--- src/rtl/volume_meter_pkg.sv ---
// Shared types and constants for the volume meter: FSM states, value ranges and widths.
package volume_meter_pkg;

  typedef enum logic [1:0] {
    S_IDLE,
    S_UPDATE,
    S_OUT
  } state_e;

  localparam int unsigned SMOOTH_W  = 7;
  localparam int unsigned LEVEL_W   = 4;
  localparam int unsigned BAR_W     = 10;
  localparam logic [6:0]  VOL_MAX   = 7'd100;
  localparam logic [3:0]  LEVEL_MAX = 4'd10;

  // Clamp an 8-bit input volume to the nominal 0..100 range.
  function automatic logic [6:0] sat_volume(input logic [7:0] v);
    return (v > {1'b0, VOL_MAX}) ? VOL_MAX : v[6:0];
  endfunction

endpackage

--- src/rtl/volume_quantizer.sv ---
// Combinational 7-bit to display-level converter: saturating divide by 10 and
// thermometer encoding of the result.
module volume_quantizer
  import volume_meter_pkg::*;
(
  input  logic [SMOOTH_W-1:0] value_i,
  output logic [LEVEL_W-1:0]  level_o,
  output logic [BAR_W-1:0]    bar_o
);

  logic [SMOOTH_W-1:0] quot;

  always_comb begin
    quot = value_i / 7'd10;
    if (quot > {3'b000, LEVEL_MAX}) begin
      level_o = LEVEL_MAX;
    end else begin
      level_o = quot[LEVEL_W-1:0];
    end
    bar_o = '0;
    for (int i = 0; i < BAR_W; i++) begin
      bar_o[i] = (level_o > 4'(i));
    end
  end

endmodule

--- src/rtl/volume_meter.sv ---
// Per-frame volume to bar-graph level with instant attack, timed release and clip latch.
// Optional peak-hold is enabled by defining VOLUME_METER_PEAK_EN.
module volume_meter
  import volume_meter_pkg::*;
#(
  parameter int unsigned DECAY_CYCLES = 1_200_000,
  parameter int unsigned DECAY_STEP   = 5,
  parameter int unsigned HOLD_FRAMES  = 8,
  parameter int unsigned CLIP_THR     = 90,
  parameter int unsigned CLIP_FRAMES  = 16
) (
  input  logic               i_clk,
  input  logic               i_rst,
  input  logic               in_valid,
  input  logic [7:0]         in_volume,
  output logic               o_valid,
  output logic [LEVEL_W-1:0] o_level,
  output logic [BAR_W-1:0]   o_bar,
  output logic [LEVEL_W-1:0] o_peak,
  output logic               o_clip,
  output logic               o_drop
);

  if (DECAY_CYCLES < 1 || DECAY_STEP > 100 || HOLD_FRAMES > 255 || CLIP_FRAMES > 255)
  begin : g_param_check
    $error("volume_meter: parameter out of range");
  end

  localparam int unsigned TickW = (DECAY_CYCLES > 1) ? $clog2(DECAY_CYCLES) : 1;
  localparam logic [TickW-1:0]    TickLast = TickW'(DECAY_CYCLES - 1);
  localparam logic [SMOOTH_W-1:0] Step     = SMOOTH_W'(DECAY_STEP);
  localparam logic [7:0]          ClipInit = 8'(CLIP_FRAMES);

  state_e              state_q, state_d;
  logic [SMOOTH_W-1:0] vol_q, vol_d;
  logic [SMOOTH_W-1:0] smooth_q, smooth_d;
  logic [TickW-1:0]    tick_cnt_q, tick_cnt_d;
  logic [7:0]          clip_cnt_q, clip_cnt_d;
  logic [LEVEL_W-1:0]  level_q;
  logic [BAR_W-1:0]    bar_q;
  logic                valid_q;
  logic                drop_q, drop_d;
  logic                tick;
  logic                update;
  logic [LEVEL_W-1:0]  q_level;
  logic [BAR_W-1:0]    q_bar;

  always_comb begin
    state_d    = state_q;
    vol_d      = vol_q;
    smooth_d   = smooth_q;
    tick       = (tick_cnt_q == TickLast);
    tick_cnt_d = tick ? '0 : tick_cnt_q + TickW'(1);
    update     = (state_q == S_UPDATE);

    case (state_q)
      S_IDLE: begin
        if (in_valid) begin
          vol_d   = sat_volume(in_volume);
          state_d = S_UPDATE;
        end
      end
      S_UPDATE: state_d = S_OUT;
      S_OUT:    state_d = S_IDLE;
      default:  state_d = S_IDLE;
    endcase

    // A frame update takes priority over a coincident release tick.
    if (update) begin
      smooth_d = (vol_q > smooth_q) ? vol_q : smooth_q;
    end else if (tick) begin
      smooth_d = (32'(smooth_q) >= DECAY_STEP) ? smooth_q - Step : '0;
    end

    clip_cnt_d = clip_cnt_q;
    if (update) begin
      if (32'(vol_q) >= CLIP_THR) begin
        clip_cnt_d = ClipInit;
      end else if (clip_cnt_q != '0) begin
        clip_cnt_d = clip_cnt_q - 8'd1;
      end
    end

    drop_d = drop_q | (in_valid && (state_q != S_IDLE));
  end

  // Display level always tracks the next smoothed value so ticks and updates share one path.
  volume_quantizer u_quant (
    .value_i (smooth_d),
    .level_o (q_level),
    .bar_o   (q_bar)
  );

`ifdef VOLUME_METER_PEAK_EN
  localparam logic [7:0] HoldInit = 8'(HOLD_FRAMES);

  logic [LEVEL_W-1:0] peak_q, peak_d;
  logic [7:0]         hold_q, hold_d;

  always_comb begin
    peak_d = peak_q;
    hold_d = hold_q;
    if (update) begin
      if (q_level >= peak_q) begin
        peak_d = q_level;
        hold_d = HoldInit;
      end else if (hold_q != '0) begin
        hold_d = hold_q - 8'd1;
      end else if (peak_q != '0) begin
        peak_d = peak_q - 4'd1;
      end
    end
  end

  always_ff @(posedge i_clk) begin
    if (i_rst) begin
      peak_q <= '0;
      hold_q <= '0;
    end else begin
      peak_q <= peak_d;
      hold_q <= hold_d;
    end
  end

  assign o_peak = peak_q;
`else
  assign o_peak = level_q;
`endif

  always_ff @(posedge i_clk) begin
    if (i_rst) begin
      state_q    <= S_IDLE;
      vol_q      <= '0;
      smooth_q   <= '0;
      tick_cnt_q <= '0;
      clip_cnt_q <= '0;
      level_q    <= '0;
      bar_q      <= '0;
      valid_q    <= 1'b0;
      drop_q     <= 1'b0;
    end else begin
      state_q    <= state_d;
      vol_q      <= vol_d;
      smooth_q   <= smooth_d;
      tick_cnt_q <= tick_cnt_d;
      clip_cnt_q <= clip_cnt_d;
      level_q    <= q_level;
      bar_q      <= q_bar;
      valid_q    <= update;
      drop_q     <= drop_d;
    end
  end

  assign o_valid = valid_q;
  assign o_level = level_q;
  assign o_bar   = bar_q;
  assign o_clip  = (clip_cnt_q != '0);
  assign o_drop  = drop_q;

endmodule
--- config.mk ---
export PLATFORM = sky130hd
export DESIGN_NAME = volume_meter
export DESIGN_NICKNAME = d
export VERILOG_FILES = /design/src/rtl/volume_meter_pkg.sv /design/src/rtl/volume_quantizer.sv /design/src/rtl/volume_meter.sv
export SDC_FILE = /design/constraint.sdc
export NUM_CORES = 1
export LEC_CHECK = 0
export CORE_MARGIN = 3
export CORE_UTILIZATION = 57
export CTS_CLUSTER_SIZE = 30
export DETAILED_ROUTE_END_ITERATION = 10
export PLACE_DENSITY = 0.77
export SYNTH_ARGS = -nofsm -noshare
export SYNTH_HDL_FRONTEND = slang
export SYNTH_SLANG_ARGS = --single-unit
--- constraint.sdc ---
create_clock -name i_clk -period 4.15 [get_ports i_clk]
set_clock_uncertainty 0.05 [all_clocks]
set_input_delay 0.415 -clock i_clk [delete_from_list [all_inputs] [get_ports i_clk]]
set_output_delay 0.415 -clock i_clk [all_outputs]
set_load 0.02 [all_outputs]
Word level (Yosys, flattened, before mapping)
Cells that the tools add are included.

word-level totals
  register bits after elaboration = 61
  input port bits = 11
  output and inout bits = 21

operators by class
  divide/modulo/power cells = 1
  multiplexer cells = 10
  bitwise logic cells = 1
  add/subtract/negate cells = 3
  order comparisons = 15
  equality and inequality tests = 3
  reductions and logical operators = 8

operators with widths
  operator                                                                             count
  7-bit two-way mux                                                                    5
  21-bit by 1-bit adder with 21-bit output, second input constant                      1
  21-bit equality test, second input constant                                          1
  4-bit by 3-bit > comparator with 1-bit output, second input constant                 4
  8-bit two-way mux                                                                    2
  4-bit by 1-bit > comparator with 1-bit output, second input constant                 2
  4-bit by 2-bit > comparator with 1-bit output, second input constant                 2
  4-bit > comparator, second input constant                                            2
  8-bit by 7-bit > comparator with 1-bit output, second input constant                 1
  8-bit nonzero test                                                                   1
  8-bit by 1-bit subtractor with 8-bit output, second input constant                   1
  7-bit by 4-bit divider with 7-bit output, second input constant                      1
  7-bit by 3-bit greater-or-equal comparator with 1-bit output, second input constant  1
  7-bit greater-or-equal comparator, second input constant                             1
  7-bit by 4-bit > comparator with 1-bit output, second input constant                 1
  7-bit > comparator                                                                   1
  7-bit by 3-bit subtractor with 7-bit output, second input constant                   1
  4-bit two-way mux                                                                    1
  2-bit one-hot mux with 2 select lines                                                1
  2-bit AND reduction                                                                  2
  2-bit nonzero test                                                                   2
  2-bit by 1-bit equality test with 1-bit output, second input constant                1
  2-bit zero test                                                                      1
  2-bit two-way mux                                                                    1
  4 further kinds                                                                      4

Logic depth before layout (Yosys ltp)
Gate-level depths: netlist of run 1.

  depth in word-level cells = 8
  depth in mapped cells = 14
  mapped depth without buffers = 12

By module
From an unflattened synthesis of run 1, not the netlist that was laid out.

second synthesis, totals
  cell total of the unflattened synthesis = 383
  area total of the unflattened synthesis = 3,216.8 µm²

by module, submodules not included
  module            cells each  area an instance (µm²)  sequential area each (µm²)  instances
  volume_meter      329         2,885.3                 1,221.2                     1
  volume_quantizer  54          331.6                   0.0                         1

Least setup slack after synthesis of run 1
Ideal clock, no wire load.

  path kind = reg2reg
  start = reg smooth_q[3]
  end = reg bar_q[2] (netlist: o_bar[2])
  period minus slack after synthesis = 3.103 ns
  data arrival time = 2.922 ns
  stages on the path, launching flop included = 14
  path slack = 1.047 ns
  setup time = 0.131 ns
  path buffers = 1
  path through = dfxtp_1 -> clkbuf_1 -> inv_1 -> ha_1 -> nand4_1 -> a21oi_1 -> o21a_1 -> nand2_1 -> a311oi_2 -> a211oi_1 -> a311oi_1 -> nand3_1 -> a211oi_2 -> o31ai_1

between the ends
  longest elaborated chain between the ends = 8
  elaborated cells between the ends (all ways) = 11
  those cells by class = 1 x add/sub; 1 x div; 4 x order compare; 5 x mux

RTL lines
  what                                                                                                                         RTL line                RTL
  from (decl)                                                                                                                  volume_meter.sv:36      logic [SMOOTH_W-1:0] smooth_q, smooth_d;
  from (signal assigned)                                                                                                       volume_meter.sv:144     smooth_q <= smooth_d;
  7-bit by 3-bit subtractor with 7-bit output or 7-bit by 3-bit greater-or-equal comparator with 1-bit output (tied branches)  volume_meter.sv:72      smooth_d = (32'(smooth_q) >= DECAY_STEP) ? smooth_q - Step : '0;
  7-bit two-way mux                                                                                                            volume_meter.sv:72
  7-bit two-way mux                                                                                                            volume_meter.sv:71      end else if (tick) begin
  7-bit two-way mux *                                                                                                          volume_meter.sv:69      if (update) begin
  7-bit by 4-bit divider with 7-bit output *                                                                                   volume_quantizer.sv:14  quot = value_i / 7'd10;
  7-bit by 4-bit > comparator with 1-bit output                                                                                volume_quantizer.sv:15  if (quot > {3'b000, LEVEL_MAX}) begin
  4-bit two-way mux *                                                                                                          volume_quantizer.sv:15
  4-bit by 2-bit > comparator with 1-bit output *                                                                              volume_quantizer.sv:22  bar_o[i] = (level_o > 4'(i));
  to (signal assigned)                                                                                                         volume_meter.sv:148     bar_q <= q_bar;
  to (decl)                                                                                                                    volume_meter.sv:40      logic [BAR_W-1:0] bar_q;

Mark *: on every way between the ends. The rest lies on a longest branch, timed or not.
A chain may end at the register's enable or synchronous reset.

Final worst setup path of run 1
Ends and elaborated chain as after synthesis.

==> results_dict.tcl, run 1 <==
set metrics [dict create \
    outcome "finished, final reports clean" \
    post_cts_buffers 0 \
    postCtsResizedCells 0 \
    drt_iter0_markers 250 \
    globalRouteMet2Util_pct 36.2 \
    max_cap_viol_count 0 \
    hp-class "reg -> reg" \
    ant_nets 0 \
    finalSetupTns_ns 0 \
    placed_cells 468 \
    worst_setup_path_start_kind "flip-flop" \
    core_area_mm2 0.00520 \
    drtPass1Iterations 4 \
    die_y_um 80.0 \
    power.density_mw_per_mm2 407 \
    ys.flop_type "dfxtp_1" \
    top_usage_layer "met2" \
    initial_core_util_pct 60.0 \
    cts_buffer_depth 2 \
    ys_async_sr_fraction_pct 0 \
    clk_pin_slew_ns 0.07 \
    fin_nets 431 \
    antenna_found_initial 0 \
    end_kind "flip-flop" \
    ys_seq_area_share_pct 38.4 \
    leakage_nw 1.36 \
    rsz0062_at_grt "no" \
    grt_use_met3_pct 5.64 \
    grt_max_degree 24 \
    netlist_area_mm2 0.00312 \
    arrival_ns 3.75 \
    drcViolationCount 0 \
    worst_slew_pin_slew_ns 0.790 \
    synth_common_cells "66 x nor2_1, 60 x dfxtp_1, 28 x nand2_1, 21 x inv_1, 16 x xor2_1" \
    syn_nets 401 \
    vias 2726 \
    slew_headroom_pct 47.3 \
    area_growth_pct 15.7 \
    cp.required_ns 4.30 \
    finalCoreUtilization_pct 69.4 \
    grt_pass1_vias 2538 \
    die_area_mm2 0.00641 \
    cts_sinks 60 \
    wirelength_mm 6.52 \
    synth_seq_cells 60 \
    drive_above_1_share_pct 7.52 \
    period_share_pct 86.7 \
    num_rows 26 \
    die_x_um 80.0 \
    path_class "reg -> reg" \
    place_ws_ns 0.652 \
    worstPathMaxFanout 10 \
    rrSetupSlack_ns 0.55 \
    overflow 0 \
    use_met1_pct 28.7 \
    synth_top_area_cell "dfxtp_1" \
    final_cell_area_mm2 0.00361 \
    ir_worst_vdd_mv 0.418 \
    final-setup-viol-count 0 \
    numCtsBuffers 9 \
    synth-edff-count 0 \
    dp_hpwl_mm 4.65 \
    fmax_mhz 278 \
    synth_cell_types 56 \
    io-pin-count 32 \
    clk_latency_ns 0.34 \
    total_power_mw 1.47 \
    holdWs_ns 0.396 \
    routed_via_density 5.66 \
    netlist_instances 379 \
    cts_tree "done" \
    port_buffers 31 \
    hold_violations 0 \
    grt_pass1_wl_mm 11.4 \
    root_buffer "clkbuf_8" \
    synthMostInstantiatedCell "nor2_1" \
    grt_use_total_pct 22.5 \
    holdBufCountCts 0 \
    ys.warnings.count 0 \
    finalNonFillerCells 482 \
    slew_violations 0 \
    fin_crit_ns 3.60 \
    placed_cell_area_mm2 0.00346 \
    fin_ws_ns 0.552 \
    ys_top_cells_by_area "dfxtp_1 38%, nor2_1 7.9%, xor2_1 4.5%" \
    h-tree-depth 3 \
    n_antenna_cell 0 \
    avgSynthCellArea_um2 8.24 \
    synth.top_cell.area_share_pct 38.4 \
    gp_congestion 0.918 \
    avgRoutedWirePerCell_um 13.5 \
]
==> registers in the layout (all words and copies together), names as in the netlist <==
name / cells
clip_cnt_q: 8
state_q: 2
tick_cnt_q: 21
o_drop: 1
o_valid: 1
vol_q: 7
o_bar: 10
smooth_q: 7
o_level: 3
==> path summary, 6_finish.rpt <==
check,depth (start not counted),end,startpoint
worst max-delay path,12,o_bar[2],smooth_q[3]
worst min-delay path,2,o_drop,o_drop
worst max register to register,12,o_bar[2],smooth_q[3]
worst min register to register,2,o_drop,o_drop
==> layout by cell type (no fill, tap or decap), drive strengths merged, types with 2 or more instances in the layout <==
master / count
nor2: 66
dfxtp: 60
clkdlybuf4s50: 31
nand2: 29
inv: 21
xor2: 16
nand3: 15
nor3: 15
a21oi: 13
o21ai: 12
ha: 11
clkbuf: 11
nand2b: 9
xnor2: 9
a211oi: 8
and3: 7
and2: 6
a22oi: 6
nand4: 6
buf: 5
a311oi: 5
nor2b: 4
o211ai: 3
or2: 3
or3: 3
nor4: 3
a31oi: 3
clkinv: 3
o31ai: 3
nand3b: 2
a21boi: 2
or4b: 2
o311a: 2
o22ai: 2
a21o: 2
a2111oi: 2
==> where the power goes <==
part	switching (mW)	internal (mW)	leakage, nW
clock	0.216	0.223	0.0848
sequential	0.0373	0.622	0.487
combinational	0.212	0.162	0.788
==> layer usage <==
layer,part of all wire (%),vias up
li1,-,1377
met1,46,1257
met2,47,77
met3,5.4,15
met4,1.9,0
met5,0,-
==> cells by family after synthesis <==
group / after synthesis / synth area share, %
xor gates and xnor gates: 25 / 7.01
muxes: 1 / 0.360
DFF: 60 / 38.4
adders and majority gates: 11 / 4.41
AOI/OAI and AO/OA: 69 / 16.7
and+or+nand+nor: 175 / 27.4
buffers and inverters: 38 / 5.77
==> final cells by class <==
class                   count  area (um^2)
flip-flops and latches     60         1200
clock buffers              11          141
multi-input cells         281         1740
clock inverters             3         15.0
fillers                   440         1590
inverters                  21         78.8
repair buffers             36          348
well taps                  70         87.6
==> worst max-delay path: stages (launching register included) <==
cell,delay (ns)
dfxtp_1,0.46
inv_1,0.10
ha_1,0.28
nand4_1,0.11
a21oi_1,0.23
o21a_1,0.28
nand2_1,0.21
a311oi_2,0.75
a211oi_1,0.12
a311oi_1,0.30
nand3_1,0.14
a211oi_2,0.32
o31ai_1,0.11
No activity file was read; power rests on OpenSTA's default activity.
==> run 2, diff against run 1 <==
--- a/config.mk
+++ b/config.mk
@@ -12,4 +12,5 @@
 export PLACE_DENSITY = 0.77
 export SYNTH_ARGS = -nofsm -noshare
 export SYNTH_HDL_FRONTEND = slang
+export SYNTH_HIERARCHICAL = 1
 export SYNTH_SLANG_ARGS = --single-unit
==> results_dict.tcl, run 2 <==
set metrics [dict create \
    ant_nets 0 \
    hold_violations 0 \
    vias 2839 \
    initial_core_util_pct 61.0 \
    clk_pin_slew_ns 0.07 \
    holdBufCountCts 0 \
    final-setup-viol-count 0 \
    worstPathCellList "ha_1 -> nand2_1 -> nor3_1 -> nand2_1 -> o311ai_1 -> nand3_1 -> nor2b_1 -> a31oi_1 -> nor3_1 -> or4_1 -> nor2b_1" \
    final_common_cell "dfxtp_1" \
    dp_hpwl_mm 4.82 \
    slew_violations 0 \
    num_rows 26 \
    ys.warnings.count 6 \
    ir_worst_vdd_mv 0.494 \
    h-tree-depth 3 \
    rsz0062_at_grt "no" \
    worstPathMaxFanout 11 \
    leakage_nw 1.36 \
    worst_setup_path_start_kind "flip-flop" \
    post_cts_buffers 0 \
    power.density_mw_per_mm2 449 \
    period_share_pct 85.4 \
    die_area_mm2 0.00657 \
    drcViolationCount 0 \
    grt_pass1_vias 2634 \
    postCtsResizedCells 0 \
    grt_max_degree 34 \
    critPathTopFamily "simple AND/OR/NAND/NOR gates" \
    holdWs_ns 0.398 \
    critPathSlowestCell "nor3_1" \
    antenna_found_initial 0 \
    core_area_mm2 0.00527 \
    drtPass1Iterations 5 \
    outcome "finished, final reports clean" \
    fin_nets 430 \
    cts_tree "done" \
    wirelength_mm 6.71 \
    port_buffers 31 \
    end_kind "flip-flop" \
    fmax_mhz 282 \
    overflow 0 \
    largest_register_ffs 21 \
    gp_congestion 0.944 \
    cp.required_ns 4.32 \
    io-pin-count 32 \
    hp-class "reg -> reg" \
    n_antenna_cell 0 \
    root_buffer "clkbuf_8" \
    syn_nets 405 \
    avgSynthCellArea_um2 8.41 \
    arrival_ns 3.71 \
    clk_latency_ns 0.34 \
    fin_crit_ns 3.54 \
    top_register "tick_cnt_q" \
    avgRoutedWirePerCell_um 13.9 \
    slew_headroom_pct 36.2 \
    worst_slew_pin_slew_ns 0.949 \
    critPathBufInv 0 \
    placed_cells 466 \
    netlist_instances 382 \
    cts_sinks 61 \
    final_cell_mix "61 x dfxtp_1, 47 x nor2_1, 31 x clkdlybuf4s50_1" \
    drt_iter0_markers 198 \
    finalCoreUtilization_pct 70.3 \
    grt_use_total_pct 22.7 \
    die_x_um 81.1 \
    finalSetupTns_ns 0 \
    finalNonFillerCells 482 \
    grt_pass1_wl_mm 11.6 \
    numCtsBuffers 9 \
    routed_via_density 5.89 \
    netlist_area_mm2 0.00321 \
    path_class "reg -> reg" \
    drive_above_1_share_pct 6.80 \
    die_y_um 81.1 \
    area_growth_pct 15.4 \
    slowest_delay_ns 0.56 \
    cts_buffer_depth 2 \
    max_cap_viol_count 0 \
]
-- run 2: stage by stage --
stage	cell area (um^2)	worst slack, ns	power [mW]
floorplan	3210	1.14	1.02
global placement	3510	0.790	1.13
detailed placement	3510	0.620	1.14
CTS	3710	0.601	1.68
global route	3710	0.193	1.76
finish	3710	0.607	1.66
-- run 2: final cells by class --
class                   count  area, um^2
clock buffers              11         141
clock inverters             5        58.8
fillers                   456        1560
inverters                  19        71.3
multi-input cells         282        1790
flip-flops and latches     61        1220
well taps                  70        87.6
repair buffers             34         333
-- run 2: worst paths after layout --
path / from / to / slack [ns] / depth (start not counted)
max reg2reg: tick_cnt_q[0] / o_level[0] / 0.61 / 11
max: tick_cnt_q[0] / o_level[0] / 0.61 / 11
min reg2reg: o_drop / o_drop / 0.40 / 2
min: o_drop / o_drop / 0.40 / 2
-- run 2: worst register-to-register path, cell delays in order (launching register included) --
cell	delay, ns
dfxtp_1	0.39
ha_1	0.22
nand2_1	0.14
nor3_1	0.56
nand2_1	0.22
o311ai_1	0.38
nand3_1	0.34
nor2b_1	0.24
a31oi_1	0.16
nor3_1	0.06
or4_1	0.53
nor2b_1	0.14
-- run 2: per-layer routing --
metal | part of all wire, % | up-vias | track usage [%]
met1 | 45 | 1337 | 27.1
met2 | 49 | 72 | 38.3
met3 | 4.4 | 16 | 7.10
met5 | 0 | - | 0
li1 | - | 1414 | -
met4 | 1.8 | 0 | 7.94
-- run 2: power by group --
group | leakage (nW) | internal (mW) | switching (mW)
Clock | 0.0959 | 0.295 | 0.237
Combinational | 0.770 | 0.217 | 0.248
Sequential | 0.495 | 0.626 | 0.0413
